==> src/rtl/riscv_configs.sv <==
`default_nettype none
// ============================================================================
// Package : riscv_configs
// Shared register-file constants and address helpers for the integer core.
// Rev     : 1.0
// ============================================================================
package riscv_configs;

  localparam int c_XLEN       = 32;
  localparam int c_REG_ADDR_W = 5;
  localparam int c_NREG_RV32I = 32;
  localparam int c_NREG_RV32E = 16;
  localparam int c_X0         = 0;

  typedef logic [c_REG_ADDR_W-1:0] reg_addr_t;

  function automatic logic addr_in_range(input reg_addr_t addr, input int nreg);
    return (int'(addr) < nreg);
  endfunction

  // A register that can actually hold state: in range and not the hardwired zero.
  function automatic logic addr_is_target(input reg_addr_t addr, input int nreg);
    return addr_in_range(addr, nreg) && (addr != reg_addr_t'(c_X0));
  endfunction

endpackage
`default_nettype wire

==> src/rtl/riscv_regfile_mp_if.sv <==
`default_nettype none
// ============================================================================
// Interface : riscv_regfile_mp_if
// Decode/writeback-side bus of the multi-port register file.
// Rev       : 1.0
// ============================================================================
interface riscv_regfile_mp_if
  import riscv_configs::*;
#(
  parameter int XLEN = c_XLEN,
  parameter int NRD  = 2,
  parameter int NWR  = 1
);

  logic [NRD*c_REG_ADDR_W-1:0] i_rd_addr;
  logic [NRD*XLEN-1:0]         o_rd_data;
  logic [NRD-1:0]              o_rd_busy;
  logic [NWR-1:0]              i_wr_en;
  logic [NWR*c_REG_ADDR_W-1:0] i_wr_addr;
  logic [NWR*XLEN-1:0]         i_wr_data;
  logic                        i_alloc_en;
  reg_addr_t                   i_alloc_addr;
  logic                        i_flush;
  logic                        o_addr_err;

  modport master (
    output i_rd_addr, i_wr_en, i_wr_addr, i_wr_data, i_alloc_en, i_alloc_addr, i_flush,
    input  o_rd_data, o_rd_busy, o_addr_err
  );

  modport slave (
    input  i_rd_addr, i_wr_en, i_wr_addr, i_wr_data, i_alloc_en, i_alloc_addr, i_flush,
    output o_rd_data, o_rd_busy, o_addr_err
  );

endinterface
`default_nettype wire

==> src/rtl/riscv_regfile_rdport.sv <==
`default_nettype none
// ============================================================================
// Module : riscv_regfile_rdport
// One read port: range check, x0 masking, write bypass, optional output flop.
// Rev    : 1.0
// ============================================================================
module riscv_regfile_rdport
  import riscv_configs::*;
#(
  parameter int XLEN   = c_XLEN,
  parameter int NREG   = c_NREG_RV32I,
  parameter int NWR    = 1,
  parameter int BYPASS = 1,
  parameter int RD_LAT = 0
) (
  input  logic                        i_clk,
  input  logic                        i_rst,
  input  reg_addr_t                   i_addr,
  input  logic [NREG*XLEN-1:0]        i_regs,
  input  logic [NREG-1:0]             i_pending,
  input  logic [NWR-1:0]              i_wr_en,
  input  logic [NWR*c_REG_ADDR_W-1:0] i_wr_addr,
  input  logic [NWR*XLEN-1:0]         i_wr_data,
  input  logic                        i_alloc_en,
  input  reg_addr_t                   i_alloc_addr,
  output logic [XLEN-1:0]             o_data,
  output logic                        o_busy
);

  localparam int IDX_W = $clog2(NREG);

  logic [IDX_W-1:0] w_idx;
  logic             w_hit;
  logic             w_alloc_hit;
  logic [XLEN-1:0]  w_fwd_data;
  logic [XLEN-1:0]  w_data;
  logic             w_busy;
  logic [XLEN-1:0]  r_data;
  logic             r_busy;

  assign w_idx       = i_addr[IDX_W-1:0];
  assign w_alloc_hit = i_alloc_en && (i_alloc_addr == i_addr);

  // Scan ascending so the highest-index matching write port wins.
  always_comb begin
    w_hit      = 1'b0;
    w_fwd_data = '0;
    for (int j = 0; j < NWR; j++) begin
      if (i_wr_en[j] && (i_wr_addr[j*c_REG_ADDR_W +: c_REG_ADDR_W] == i_addr)) begin
        w_hit      = 1'b1;
        w_fwd_data = i_wr_data[j*XLEN +: XLEN];
      end
    end
  end

  always_comb begin
    w_data = i_regs[int'(w_idx)*XLEN +: XLEN];
    w_busy = i_pending[w_idx];
    if ((BYPASS != 0) && w_hit) begin
      w_data = w_fwd_data;
      if (!w_alloc_hit) begin
        w_busy = 1'b0;
      end
    end
    if (!addr_is_target(i_addr, NREG)) begin
      w_data = '0;
      w_busy = 1'b0;
    end
  end

  always_ff @(posedge i_clk or posedge i_rst) begin
    if (i_rst) begin
      r_data <= '0;
      r_busy <= 1'b0;
    end else begin
      r_data <= w_data;
      r_busy <= w_busy;
    end
  end

  assign o_data = (RD_LAT != 0) ? r_data : w_data;
  assign o_busy = (RD_LAT != 0) ? r_busy : w_busy;

endmodule
`default_nettype wire

==> src/rtl/riscv_regfile_mp.sv <==
`default_nettype none
// ============================================================================
// Module : riscv_regfile_mp
// Multi-port integer register file with pending-write scoreboard (RV32I/E).
// Rev    : 1.0
// ============================================================================
module riscv_regfile_mp
  import riscv_configs::*;
#(
  parameter int XLEN   = c_XLEN,
  parameter int NREG   = c_NREG_RV32I,
  parameter int NRD    = 2,
  parameter int NWR    = 1,
  parameter int BYPASS = 1,
  parameter int RD_LAT = 0
) (
  input  logic               i_clk,
  input  logic               i_rst,
  riscv_regfile_mp_if.slave  bus
);

  localparam int IDX_W = $clog2(NREG);

  if ((NREG != c_NREG_RV32I) && (NREG != c_NREG_RV32E)) begin : g_chk_nreg
    $error("riscv_regfile_mp: NREG must be 32 or 16");
  end
  if ((NRD < 1) || (NRD > 4)) begin : g_chk_nrd
    $error("riscv_regfile_mp: NRD must be 1..4");
  end
  if ((NWR < 1) || (NWR > 2)) begin : g_chk_nwr
    $error("riscv_regfile_mp: NWR must be 1..2");
  end
  if ((BYPASS != 0) && (BYPASS != 1)) begin : g_chk_bypass
    $error("riscv_regfile_mp: BYPASS must be 0 or 1");
  end
  if ((RD_LAT != 0) && (RD_LAT != 1)) begin : g_chk_rd_lat
    $error("riscv_regfile_mp: RD_LAT must be 0 or 1");
  end
  if (XLEN < 1) begin : g_chk_xlen
    $error("riscv_regfile_mp: XLEN must be positive");
  end

  logic [XLEN-1:0]      r_regs [NREG];
  logic [NREG-1:0]      r_pending;
  logic                 r_addr_err;
  logic [NREG-1:0]      w_pending_nxt;
  logic                 w_addr_err;
  logic [NWR-1:0]       w_wr_ok;
  logic [IDX_W-1:0]     w_wr_idx [NWR];
  logic                 w_alloc_ok;
  logic [IDX_W-1:0]     w_alloc_idx;
  logic [NREG*XLEN-1:0] w_regs_flat;

  assign w_alloc_ok  = bus.i_alloc_en && addr_is_target(bus.i_alloc_addr, NREG);
  assign w_alloc_idx = bus.i_alloc_addr[IDX_W-1:0];

  always_comb begin
    w_addr_err = bus.i_alloc_en && !addr_in_range(bus.i_alloc_addr, NREG);
    for (int j = 0; j < NWR; j++) begin
      w_wr_ok[j]  = bus.i_wr_en[j] &&
                    addr_is_target(bus.i_wr_addr[j*c_REG_ADDR_W +: c_REG_ADDR_W], NREG);
      w_wr_idx[j] = bus.i_wr_addr[j*c_REG_ADDR_W +: IDX_W];
      if (bus.i_wr_en[j] && !addr_in_range(bus.i_wr_addr[j*c_REG_ADDR_W +: c_REG_ADDR_W], NREG)) begin
        w_addr_err = 1'b1;
      end
    end
  end

  // Later assignments win: flush over alloc over write-clear. An alloc that
  // coincides with a write stays pending since the write retires an older producer.
  always_comb begin
    w_pending_nxt = r_pending;
    for (int j = 0; j < NWR; j++) begin
      if (w_wr_ok[j]) begin
        w_pending_nxt[w_wr_idx[j]] = 1'b0;
      end
    end
    if (w_alloc_ok) begin
      w_pending_nxt[w_alloc_idx] = 1'b1;
    end
    if (bus.i_flush) begin
      w_pending_nxt = '0;
    end
    w_pending_nxt[c_X0] = 1'b0;
  end

  always_ff @(posedge i_clk or posedge i_rst) begin
    if (i_rst) begin
      for (int i = 0; i < NREG; i++) begin
        r_regs[i] <= '0;
      end
      r_pending  <= '0;
      r_addr_err <= 1'b0;
    end else begin
      for (int j = 0; j < NWR; j++) begin
        if (w_wr_ok[j]) begin
          r_regs[w_wr_idx[j]] <= bus.i_wr_data[j*XLEN +: XLEN];
        end
      end
      r_pending  <= w_pending_nxt;
      r_addr_err <= w_addr_err;
    end
  end

  always_comb begin
    w_regs_flat = '0;
    for (int i = 1; i < NREG; i++) begin
      w_regs_flat[i*XLEN +: XLEN] = r_regs[i];
    end
  end

  for (genvar k = 0; k < NRD; k++) begin : g_rdport
    riscv_regfile_rdport #(
      .XLEN   (XLEN),
      .NREG   (NREG),
      .NWR    (NWR),
      .BYPASS (BYPASS),
      .RD_LAT (RD_LAT)
    ) u_rdport (
      .i_clk        (i_clk),
      .i_rst        (i_rst),
      .i_addr       (bus.i_rd_addr[k*c_REG_ADDR_W +: c_REG_ADDR_W]),
      .i_regs       (w_regs_flat),
      .i_pending    (r_pending),
      .i_wr_en      (bus.i_wr_en),
      .i_wr_addr    (bus.i_wr_addr),
      .i_wr_data    (bus.i_wr_data),
      .i_alloc_en   (bus.i_alloc_en),
      .i_alloc_addr (bus.i_alloc_addr),
      .o_data       (bus.o_rd_data[k*XLEN +: XLEN]),
      .o_busy       (bus.o_rd_busy[k])
    );
  end

  assign bus.o_addr_err = r_addr_err;

endmodule
`default_nettype wire
==> src/flat_wrapper.sv <==
// flat-port wrapper written by rule: the top's interface ports become plain ports
module riscv_regfile_mp_flat import riscv_configs::*;
#(
  parameter int XLEN   = c_XLEN,
  parameter int NREG   = c_NREG_RV32I,
  parameter int NRD    = 2,
  parameter int NWR    = 1,
  parameter int BYPASS = 1,
  parameter int RD_LAT = 0
)
  (i_clk, i_rst, bus_i_rd_addr, bus_i_wr_en, bus_i_wr_addr, bus_i_wr_data, bus_i_alloc_en, bus_i_alloc_addr, bus_i_flush, bus_o_rd_data, bus_o_rd_busy, bus_o_addr_err);
  riscv_regfile_mp_if #(.XLEN(XLEN), .NRD(NRD), .NWR(NWR)) bus_i ();
  input  logic i_clk;
  input  logic i_rst;
  input wire logic [$bits(bus_i.i_rd_addr)-1:0] bus_i_rd_addr;
  input wire logic [$bits(bus_i.i_wr_en)-1:0] bus_i_wr_en;
  input wire logic [$bits(bus_i.i_wr_addr)-1:0] bus_i_wr_addr;
  input wire logic [$bits(bus_i.i_wr_data)-1:0] bus_i_wr_data;
  input wire logic [$bits(bus_i.i_alloc_en)-1:0] bus_i_alloc_en;
  input wire logic [$bits(bus_i.i_alloc_addr)-1:0] bus_i_alloc_addr;
  input wire logic [$bits(bus_i.i_flush)-1:0] bus_i_flush;
  output wire logic [$bits(bus_i.o_rd_data)-1:0] bus_o_rd_data;
  output wire logic [$bits(bus_i.o_rd_busy)-1:0] bus_o_rd_busy;
  output wire logic [$bits(bus_i.o_addr_err)-1:0] bus_o_addr_err;
  assign bus_i.i_rd_addr = bus_i_rd_addr;
  assign bus_i.i_wr_en = bus_i_wr_en;
  assign bus_i.i_wr_addr = bus_i_wr_addr;
  assign bus_i.i_wr_data = bus_i_wr_data;
  assign bus_i.i_alloc_en = bus_i_alloc_en;
  assign bus_i.i_alloc_addr = bus_i_alloc_addr;
  assign bus_i.i_flush = bus_i_flush;
  assign bus_o_rd_data = bus_i.o_rd_data;
  assign bus_o_rd_busy = bus_i.o_rd_busy;
  assign bus_o_addr_err = bus_i.o_addr_err;
  riscv_regfile_mp #(.XLEN(XLEN), .NREG(NREG), .NRD(NRD), .NWR(NWR), .BYPASS(BYPASS), .RD_LAT(RD_LAT)) u_core (.i_clk(i_clk), .i_rst(i_rst), .bus(bus_i));
endmodule
==> config.mk <==
export PLATFORM = sky130hd
export DESIGN_NAME = riscv_regfile_mp_flat
export DESIGN_NICKNAME = d
export VERILOG_FILES = /design/src/rtl/riscv_configs.sv /design/src/rtl/riscv_regfile_mp_if.sv /design/src/rtl/riscv_regfile_rdport.sv /design/src/rtl/riscv_regfile_mp.sv /design/src/flat_wrapper.sv
export SDC_FILE = /design/constraint.sdc
export NUM_CORES = 2
export LEC_CHECK = 0
export CORE_ASPECT_RATIO = 0.75
export CORE_MARGIN = 2
export CORE_UTILIZATION = 35
export CTS_BUF_LIST = sky130_fd_sc_hd__clkbuf_4 sky130_fd_sc_hd__clkbuf_8 sky130_fd_sc_hd__clkbuf_16
export DETAILED_ROUTE_END_ITERATION = 10
export PLACE_DENSITY = 0.55
export SYNTH_ARGS = -nofsm -noshare
export SYNTH_HDL_FRONTEND = slang
export SYNTH_SLANG_ARGS = --single-unit
export TNS_END_PERCENT = 20
==> constraint.sdc <==
create_clock -name i_clk -period 50 [get_ports i_clk]
set_clock_uncertainty 0.1 [all_clocks]
set_input_delay 7.5 -clock i_clk [delete_from_list [all_inputs] [get_ports i_clk]]
set_output_delay 7.5 -clock i_clk [all_outputs]
set_load 0.01 [all_outputs]
==> flow_summary.ini <==
[outcome]
status = finished clean

[power]
powerDensity_nw_per_um2 = 40.3
power_mw = 2.53
peakVddDrop_mv = 0.0257
p_leak_nw = 26.6

[sta]
rsz0062_at_grt = no
fin_ws_ps = 30860
tns_ps = 0
hold_violations = 0
fin_hold_ws_ps = 419
slew_headroom_pct = 10.2
worstMarginPinSlew_ps = 1340
fin_crit_sh_pct = 38.3
slew_viol_final = 0
fin_crit_ps = 19140
max_freq_ghz = 0.0522
setup_viol = 0

[clocking]
root_buffer = clkbuf_16
clkSinkCount = 1023
postCtsSetupRepairBufs = 0
clock_latency_ps = 740
clockBufferDepth = 3
htree_levels = 3
hold_buffers = 0
cts_buffers = 113
cts_tree = built
cts.repair.resized = 0
clkTransAtPathRegs_ps = 60

[placement]
place_ws_ps = 30830
dp_hpwl_mm = 105
portBuffers = 122
gp_congestion = 0.775

[setup_path]
reg2reg_depth = 3
worst-path-stages = 9
crit_path_end = bus_o_rd_data[63]
slowest_delay_ps = 710
worst_ep_arrival_time_ps = 11540
path_delay_family = buffers and inverters
slowest_stage = nand2b_1
crit_start = bus_i_rd_addr[6]
crit_top_cell = buf_4
crit_buf_inv = 4
cp-start-kind = input port
rr_endpoint = u_core.r_pending[25]
crit_chain = buf_8 > buf_4 > nand2b_1 > buf_4 > o22ai_1 > o21bai_1 > a21oi_1 > nor3_1 > clkdlybuf4s50_1
path_max_fanout = 47
critPathCaptureType = output pin
rr_startpoint = u_core.r_pending[25]
r2r_slack_ps = 49030
critical_path_required_ps = 42400
crit_type = in2out

[finish]
layout.nets = 3900
syn_to_final_growth_pct = 12.5
layout-drive-gt1-share_pct = 48.3
nFillCells = 14700

[hold_path]
holdCritPathClass = reg2reg

[yosys]
ys_warn_count = 0
dominantRegCellSynth = dfrtp_1
synth-seq-cells = 1023
syn_nets = 3992
avgSynthCellArea_um2 = 14.2
synth.distinct_cells = 50
ys_seq_area_share_pct = 46.0
synth_cells = 3935
synth_edf_count = 0
async_reset_ff_share_pct = 100
syn_area_um2 = 55700

[global_routing]
grt_max_degree = 163
grt_pass1_wl_mm = 279
antenna_found_initial = 7
grtUsageTotal_pct = 23.5
grt_pass1_vias = 37000
overflow = 0

[detailed_routing]
ant_nets = 0
vias_per_cell = 6.15
dr_total_vias = 37200
wirelength_mm = 193
drc = 0
dr.pass1.iters = 5
wl_per_cell_um = 31.9
initialDrtViolationCount = 3764

[die]
die_area_um2 = 162000
die_y_um = 349
ios = 124
start_util_pct = 35.3
die_w_um = 465
core_um2 = 158000
fp-row-count = 126

[run]
drv_cap = 0
==> worst min path at each step <==
stage                            start  cells after the start                 end
finish              u_core.r_regs[174]                      1  u_core.r_regs[174]
detailed placement  u_core.r_regs[377]                      1  u_core.r_regs[377]
floorplan           u_core.r_regs[413]                      1  u_core.r_regs[413]
global placement    u_core.r_regs[174]                      1  u_core.r_regs[174]
global route        u_core.r_regs[599]                      1  u_core.r_regs[599]
CTS                  u_core.r_regs[35]                      1   u_core.r_regs[35]
==> registers in the layout (all words and copies together) (netlist names) <==
register / flops
u_core.r_regs: 992
u_core.r_pending: 31
==> per-layer routing <==
layer,vias to the layer above,share of wire [%],track usage (%)
li1,15000,-,-
met1,20300,46,34.8
met2,1536,44,35.1
met3,338,7.3,4.74
met4,0,3.0,6.45
met5,-,0,0
==> report_power, final <==
group,switching (mW),total (mW),internal (mW),leakage (nW)
Combinational,0.213,0.513,0.301,11.4
Clock,0.361,0.912,0.551,2.02
Sequential,0.115,1.10,0.985,13.1
Total,0.689,2.53,1.84,26.6
==> Yosys cell counts, drive strengths merged (46+ instances only) <==
cell / n / area, um^2
o22ai: 46 / 288
dfrtp: 1023 / 25600
a211oi: 65 / 488
nor3: 57 / 295
clkbuf: 183 / 694
mux4: 429 / 9660
a22oi: 151 / 1130
mux2: 1097 / 12400
a21oi: 56 / 280
nor2b: 52 / 325
mux2i: 49 / 490
nand2: 99 / 374
nor2: 95 / 357
buf: 251 / 1410
==> metrics by stage <==
stage	cell area (um^2)	util (%)	std cells
2_1_floorplan	55700	-	3935
3_3_place_gp	58600	37.2	5840
3_5_place_dp	58600	37.2	5840
4_1_cts	62600	39.7	6048
5_1_grt	62600	39.7	6048
6_report	62600	39.7	6051
==> logic make-up after synthesis <==
| kind of cell | Yosys count | synth area share (%) |
|---|---|---|
| AO/OA/AOI/OAI | 443 | 5.60 |
| AND/OR/NAND/NOR | 421 | 3.78 |
| buffers and inverters | 452 | 3.90 |
| multiplexers | 1575 | 40.4 |
| flip-flops | 1023 | 46.0 |
| other | 1 | 0.00673 |
| XOR/XNOR | 20 | 0.315 |
==> cell type report <==
cell class | instances | area (um^2) | area share, %
repair buffers | 227 | 2100 | 3.36
clock inverters | 47 | 688 | 1.10
clock buffers | 161 | 3340 | 5.34
diodes | 3 | 7.51 | 0.0120
flip-flops and latches | 1023 | 25600 | 40.9
well taps | 2112 | 2640 | 4.22
inverters | 18 | 75.1 | 0.120
multi-input cells | 2460 | 28200 | 45.0
==> layout by cell type (no fill, tap or decap), types with 4 or more instances in the layout <==
cell             count
xnor2_1              7
clkbuf_16          115
inv_1               17
nor2_1              92
nand2_4             13
o22ai_1             46
clkinvlp_4           5
and3_1               6
nand2b_1            10
mux4_2             429
a221oi_1            43
o211ai_1            14
nor4_1              38
a22oi_1            151
nor3_1              55
clkbuf_4            27
mux2i_1             49
mux2_2            1097
xor2_1              13
buf_8                6
buf_12               6
clkinv_2            21
nor2b_1             48
clkbuf_8            19
a21oi_1             56
o21ai_0             35
dfrtp_1           1023
nor2b_4              4
and3b_1              8
nand2_1             74
o311ai_0            14
nand3_1             35
clkdlybuf4s50_1    113
and2_1               4
a211oi_1            65
bufinv_16           17
buf_4              100
nand2_2             12
a31oi_1              4
==> worst register-to-register path, delay by kind of cell, from the launching register on <==
family / cells / cell delay, ps
AND/OR/NAND/NOR: 2 / 190
flip-flops: 1 / 390
AO/OA/AOI/OAI: 1 / 160
Power figures use the tool's default switching activity.
